## config.mk

```make
export PLATFORM = sky130hd
export DESIGN_NAME = ff_mul_seq
export DESIGN_NICKNAME = d
export VERILOG_FILES = /design/src/rtl/ff_pkg.sv /design/src/rtl/ff_xtime.sv /design/src/rtl/ff_mul_seq.sv
export SDC_FILE = /design/constraint.sdc
export NUM_CORES = 1
export LEC_CHECK = 0
export ABC_AREA = 1
export BUFFER_PORTS_ARGS = -buffer_cell sky130_fd_sc_hd__clkbuf_2
export CORE_UTILIZATION = 59
export DETAILED_ROUTE_END_ITERATION = 12
export GPL_TIMING_DRIVEN = 0
export PLACE_DENSITY = 0.83
export RECOVER_POWER = 25
export REMOVE_ABC_BUFFERS = 1
export SYNTH_ARGS = -nofsm -noshare
export SYNTH_HDL_FRONTEND = slang
export SYNTH_SLANG_ARGS = --single-unit
```

## constraint.sdc

```tcl
create_clock -name clock -period 3.93 [get_ports clock]
set_input_delay 0.1965 -clock clock [delete_from_list [all_inputs] [get_ports clock]]
set_output_delay 0.1965 -clock clock [all_outputs]
set_load 0.01 [all_outputs]
```

## src/rtl/ff_pkg.sv

```systemverilog
// ff_pkg: GF(2^M) constants, FSM states and helpers shared by
// the multiplier and the divider/inverter datapaths.
package ff_pkg;

    localparam int         FF_M    = 8;
    localparam logic [8:0] FF_POLY = 9'h11B;

    typedef enum logic [1:0] {
        IDLE = 2'd0,
        RUN  = 2'd1,
        DONE = 2'd2
    } ff_state_e;

    // Generic multiply-by-x for any degree up to 16
    function automatic logic [15:0] ff_xtime(
        input logic [15:0] v,
        input logic [16:0] poly,
        input int          m
    );
        logic [15:0] mask;
        logic [15:0] r;
        mask = 16'((32'd1 << m) - 32'd1);
        r    = (v << 1) & mask;
        if (v[m-1])
            r = r ^ (poly[15:0] & mask);
        return r;
    endfunction

endpackage

```

## src/rtl/ff_xtime.sv

```systemverilog
// ff_xtime: combinational multiply-by-x in GF(2^M) with
// reduction by POLY.
module ff_xtime
    import ff_pkg::*;
#(
    parameter int         M    = FF_M,
    parameter logic [M:0] POLY = FF_POLY
) (
    input  logic [M-1:0] v,
    output logic [M-1:0] y
);

    assign y = {v[M-2:0], 1'b0} ^ (v[M-1] ? POLY[M-1:0] : '0);

endmodule

```

## src/rtl/ff_mul_seq.sv

```systemverilog
// ff_mul_seq: bit-serial GF(2^M) multiplier, MSB-first Horner
// evaluation, one multiplier bit per cycle, valid/ready on both sides.
module ff_mul_seq
    import ff_pkg::*;
#(
    parameter int         M    = FF_M,
    parameter logic [M:0] POLY = FF_POLY
) (
    input  logic         clock,
    input  logic         reset,
    input  logic         in_valid,
    output logic         in_ready,
    input  logic [M-1:0] a,
    input  logic [M-1:0] b,
    output logic         out_valid,
    input  logic         out_ready,
    output logic [M-1:0] product,
    output logic         busy
);

    localparam int CW = (M > 1) ? $clog2(M) : 1;

    if ((M < 2) || (M > 16) || (POLY[M] != 1'b1)) begin : g_bad_param
        $error("ff_mul_seq: M must be 2..16 and POLY[M] must be 1");
    end

    ff_state_e     state;
    logic [M-1:0]  a_reg;
    logic [M-1:0]  b_reg;
    logic [M-1:0]  acc;
    logic [M-1:0]  acc_x;
    logic [M-1:0]  acc_nxt;
    logic [CW-1:0] cnt;

    ff_xtime #(
        .M    (M),
        .POLY (POLY)
    ) u_xtime (
        .v (acc),
        .y (acc_x)
    );

    assign acc_nxt   = acc_x ^ (b_reg[cnt] ? a_reg : '0);
    assign in_ready  = (state == IDLE);
    assign busy      = (state == RUN);
    assign out_valid = (state == DONE);

    always_ff @(posedge clock or posedge reset) begin
        if (reset) begin
            state   <= IDLE;
            a_reg   <= '0;
            b_reg   <= '0;
            acc     <= '0;
            cnt     <= '0;
            product <= '0;
        end else begin
            unique case (state)
                IDLE: begin
                    if (in_valid) begin
                        a_reg <= a;
                        b_reg <= b;
                        acc   <= '0;
                        cnt   <= CW'(M - 1);
                        state <= RUN;
                    end
                end
                RUN: begin
                    acc <= acc_nxt;
                    // Last bit: publish the freshly reduced accumulator
                    if (cnt == '0) begin
                        product <= acc_nxt;
                        state   <= DONE;
                    end else begin
                        cnt <= cnt - 1'b1;
                    end
                end
                DONE: begin
                    if (out_ready)
                        state <= IDLE;
                end
                default: state <= IDLE;
            endcase
        end
    end

endmodule

```

==> results.sh <==
export IMPL_status="finished, final reports clean"
export IMPL_num_rows=20
export IMPL_wirelength_um=3314
export IMPL_tritoncts="done"
export IMPL_finalMaxSlewViolations=0
export IMPL_intPower_uw=942.0
export IMPL_synthCells=223
export IMPL_synthesis_area_um2=1869
export IMPL_fin_nets=275
export IMPL_yosys_warnings=0
export IMPL_endpoint_kind="flip-flop"
export IMPL_timing_rr_start="state[0]$_DFFE_PP0P_"
export IMPL_yosys_top_cells_area="dfrtp_1 50%, nand2_1 19%, inv_1 4.4%"
export IMPL_die_y_um=58.29
export IMPL_numClockSinks=37
export IMPL_leakagePower_nw=1.171
export IMPL_synth_largest_area_cell="dfrtp_1"
export IMPL_ctsResizeCount=0
export IMPL_hold_violations=0
export IMPL_r2r_cells=7
export IMPL_floorplan_die_area_um2=3397
export IMPL_avgRoutedWirePerCell_um=11.12
export IMPL_path_cells="inv_1, nor2_2, inv_2, nor3_4, inv_2, nand2_1, nand2_1"
export IMPL_gr_total_overflow=0
export IMPL_hp_start="out_ready"
export IMPL_area_delta_synth_final_pct=11.24
export IMPL_ir_worst_vdd_mv=0.3892
export IMPL_worstSetupStartpointType="flip-flop"
export IMPL_netSwitchingFraction_pct=45.06
export IMPL_dr_pass1_iters=4
export IMPL_tightest_slew_ns=1.325
export IMPL_drt_iter0_markers=70
export IMPL_netlist_cell_type_count=20
export IMPL_hold_class="input pin to flip-flop"
export IMPL_syn_area_per_cell_um2=8.382
export IMPL_post_cts_buffers=0
export IMPL_required_ns=4.15
export IMPL_ant_nets=0
export IMPL_finalSetupViolations=0
export IMPL_power_density_nw_per_um2=824.5
export IMPL_drc=0
export IMPL_hold_depth=2
export IMPL_insertion_delay_ns=0.33
export IMPL_htreeDepth=2
export IMPL_coreArea_um2=3028
export IMPL_finalSetupTns_ns=0
export IMPL_clock_path_buffers=2
export IMPL_netlist_area_leader_share_pct=49.53
export IMPL_clockPowerShare_pct=12.9
export IMPL_maxCapViolCount=0
export IMPL_cts_buffers=5
export IMPL_grt_max_degree=38
export IMPL_path_max_fanout=13
export IMPL_drive_gt1_share_pct=23.23
export IMPL_slowest_stage="nor2_2"
export IMPL_arrival_ns=2.09
export IMPL_io_buffers=30
export IMPL_initial_core_util_pct=61.74
export IMPL_switchingPower_uw=772.5
export IMPL_cts_root_buf="clkbuf_4"
export IMPL_synth_seq_cells=37
export IMPL_yosysSeqAreaShare_pct=49.53
export IMPL_cts_reportedPaths_clkPinSlew_ns=0.11
export IMPL_grt_usage_pct=22.86
export IMPL_routed_via_count=1448
export IMPL_combPwrFrac_pct=47.1
export IMPL_antenna_found_initial=0
export IMPL_ctsHoldBuffers=0
export IMPL_io_pins=31
export IMPL_seqPwrFrac_pct=40.0
export IMPL_fin_crit_ns=1.866
export IMPL_grt_pass1_vias=1331
export IMPL_grt_pass1_wl_um=5865
export IMPL_crit_type="flip-flop to flip-flop"
export IMPL_hpwl_um=2333
export IMPL_slew_headroom_pct=11.57
export IMPL_n_antenna_cell=0
export IMPL_power_mw=1.714
export IMPL_avgViaCountPerCell=4.859
export IMPL_startpoint="state[0]$_DFFE_PP0P_"
export IMPL_max_freq_ghz=0.5360
export IMPL_period_share_pct=47.47
export IMPL_place_gp_congestion=0.8084
export IMPL_cpPeakStageDelay_ns=0.47
export IMPL_rsz0062_at_grt="no"
export IMPL_skew_ns=0.006672
export IMPL_die_w_um=58.29
## worst max-delay path, delay by kind of cell (launching register included)
family	cells	cell delay, ns
buffers and inverters	3	0.37
AND/OR/NAND/NOR	4	0.98
flip-flops	1	0.41
## power by group through the flow
stage,Clock [mW],Combinational (mW),Sequential [mW]
floorplan,0,0.610,0.685
global placement,0,0.779,0.683
detailed placement,0,0.810,0.693
CTS,0.227,0.813,0.685
global route,0.244,0.934,0.707
finish,0.221,0.807,0.687
## area by class of cell
| cell class | instances | area [um2] |
|---|---|---|
| Inverter | 26 | 97.59 |
| Tap cell | 44 | 55.05 |
| Clock buffer | 7 | 65.06 |
| Multi-Input combinational cell | 153 | 780.7 |
| Sequential cell | 37 | 925.9 |
| Timing Repair Buffer | 30 | 150.1 |
| Clock inverter | 1 | 5.005 |
| Fill cell | 263 | 948.4 |
## per-stage QoR
stage	instance area (um2)	std cells	setup WS, ns	hold slack [ns]	utilization [%]
2_1_floorplan	1804	216	2.397	0.2828	-
3_3_place_gp	2009	290	2.178	0.3810	66.36
3_5_place_dp	2009	290	2.119	0.3783	66.36
4_1_cts	2079	298	2.086	0.03685	68.68
5_1_grt	2079	298	1.892	0.03244	68.68
6_report	2079	298	2.064	0.03550	68.68
## cell usage after synthesis
master,instances
o21ai_0,11
nand4_2,5
nor2_2,1
inv_1,22
xor2_1,3
inv_2,4
nand2_2,2
nor3_4,1
o31ai_1,1
ha_1,2
nand2_1,97
nand3_1,14
buf_12,2
a31oi_1,1
nand4_1,3
dfrtp_1,37
nand3_2,6
nor2_1,4
nand3_4,2
buf_2,5
## cells in the final DEF, fill, tap and decap left out, drive strengths merged
cell type / Yosys / layout
a31oi: 1 / 1
clkbuf: 0 / 37
clkinv: 0 / 1
dfrtp: 37 / 37
ha: 2 / 2
inv: 26 / 26
nand2: 99 / 99
nand3: 22 / 22
nand4: 8 / 8
nor2: 5 / 5
nor3: 1 / 1
o21ai: 11 / 11
o31ai: 1 / 1
xor2: 3 / 3
## metal layers
metal  track usage [%]  part of all wire, %  wire length, um  vias to the layer above
li1                  -                    -                -                      763
met1             32.24                   50             1644                      646
met2             36.95                   46             1535                       35
met3             3.348                  3.0               99                        4
met4             6.803                  1.0               34                        0
met5                 0                    0                0                        -
## worst paths after layout
| path | to | slack (ns) |
|---|---|---|
| setup / recovery | product[2]$_DFFE_PP0P_ | 2.06 |
| hold / removal | state[1]$_DFFE_PP0P_ | 0.04 |
| setup reg to reg | product[2]$_DFFE_PP0P_ | 2.06 |
| hold reg to reg | product[3]$_DFFE_PP0P_ | 0.49 |
| max in group asynchronous | product[2]$_DFFE_PP0P_ | 2.93 |
| min in group asynchronous | b_reg[7]$_DFFE_PP0P_ | 0.20 |
## cell families after synthesis
logic type | Yosys count | synth area share, %
buffers and inverters | 33 | 8.701
AOI/OAI and AO/OA | 13 | 3.682
and+or+nand+nor | 135 | 35.34
xor gates and xnor gates | 3 | 1.406
DFF | 37 | 49.53
adders and majority gates | 2 | 1.338
Power figures use the tool's default switching activity.
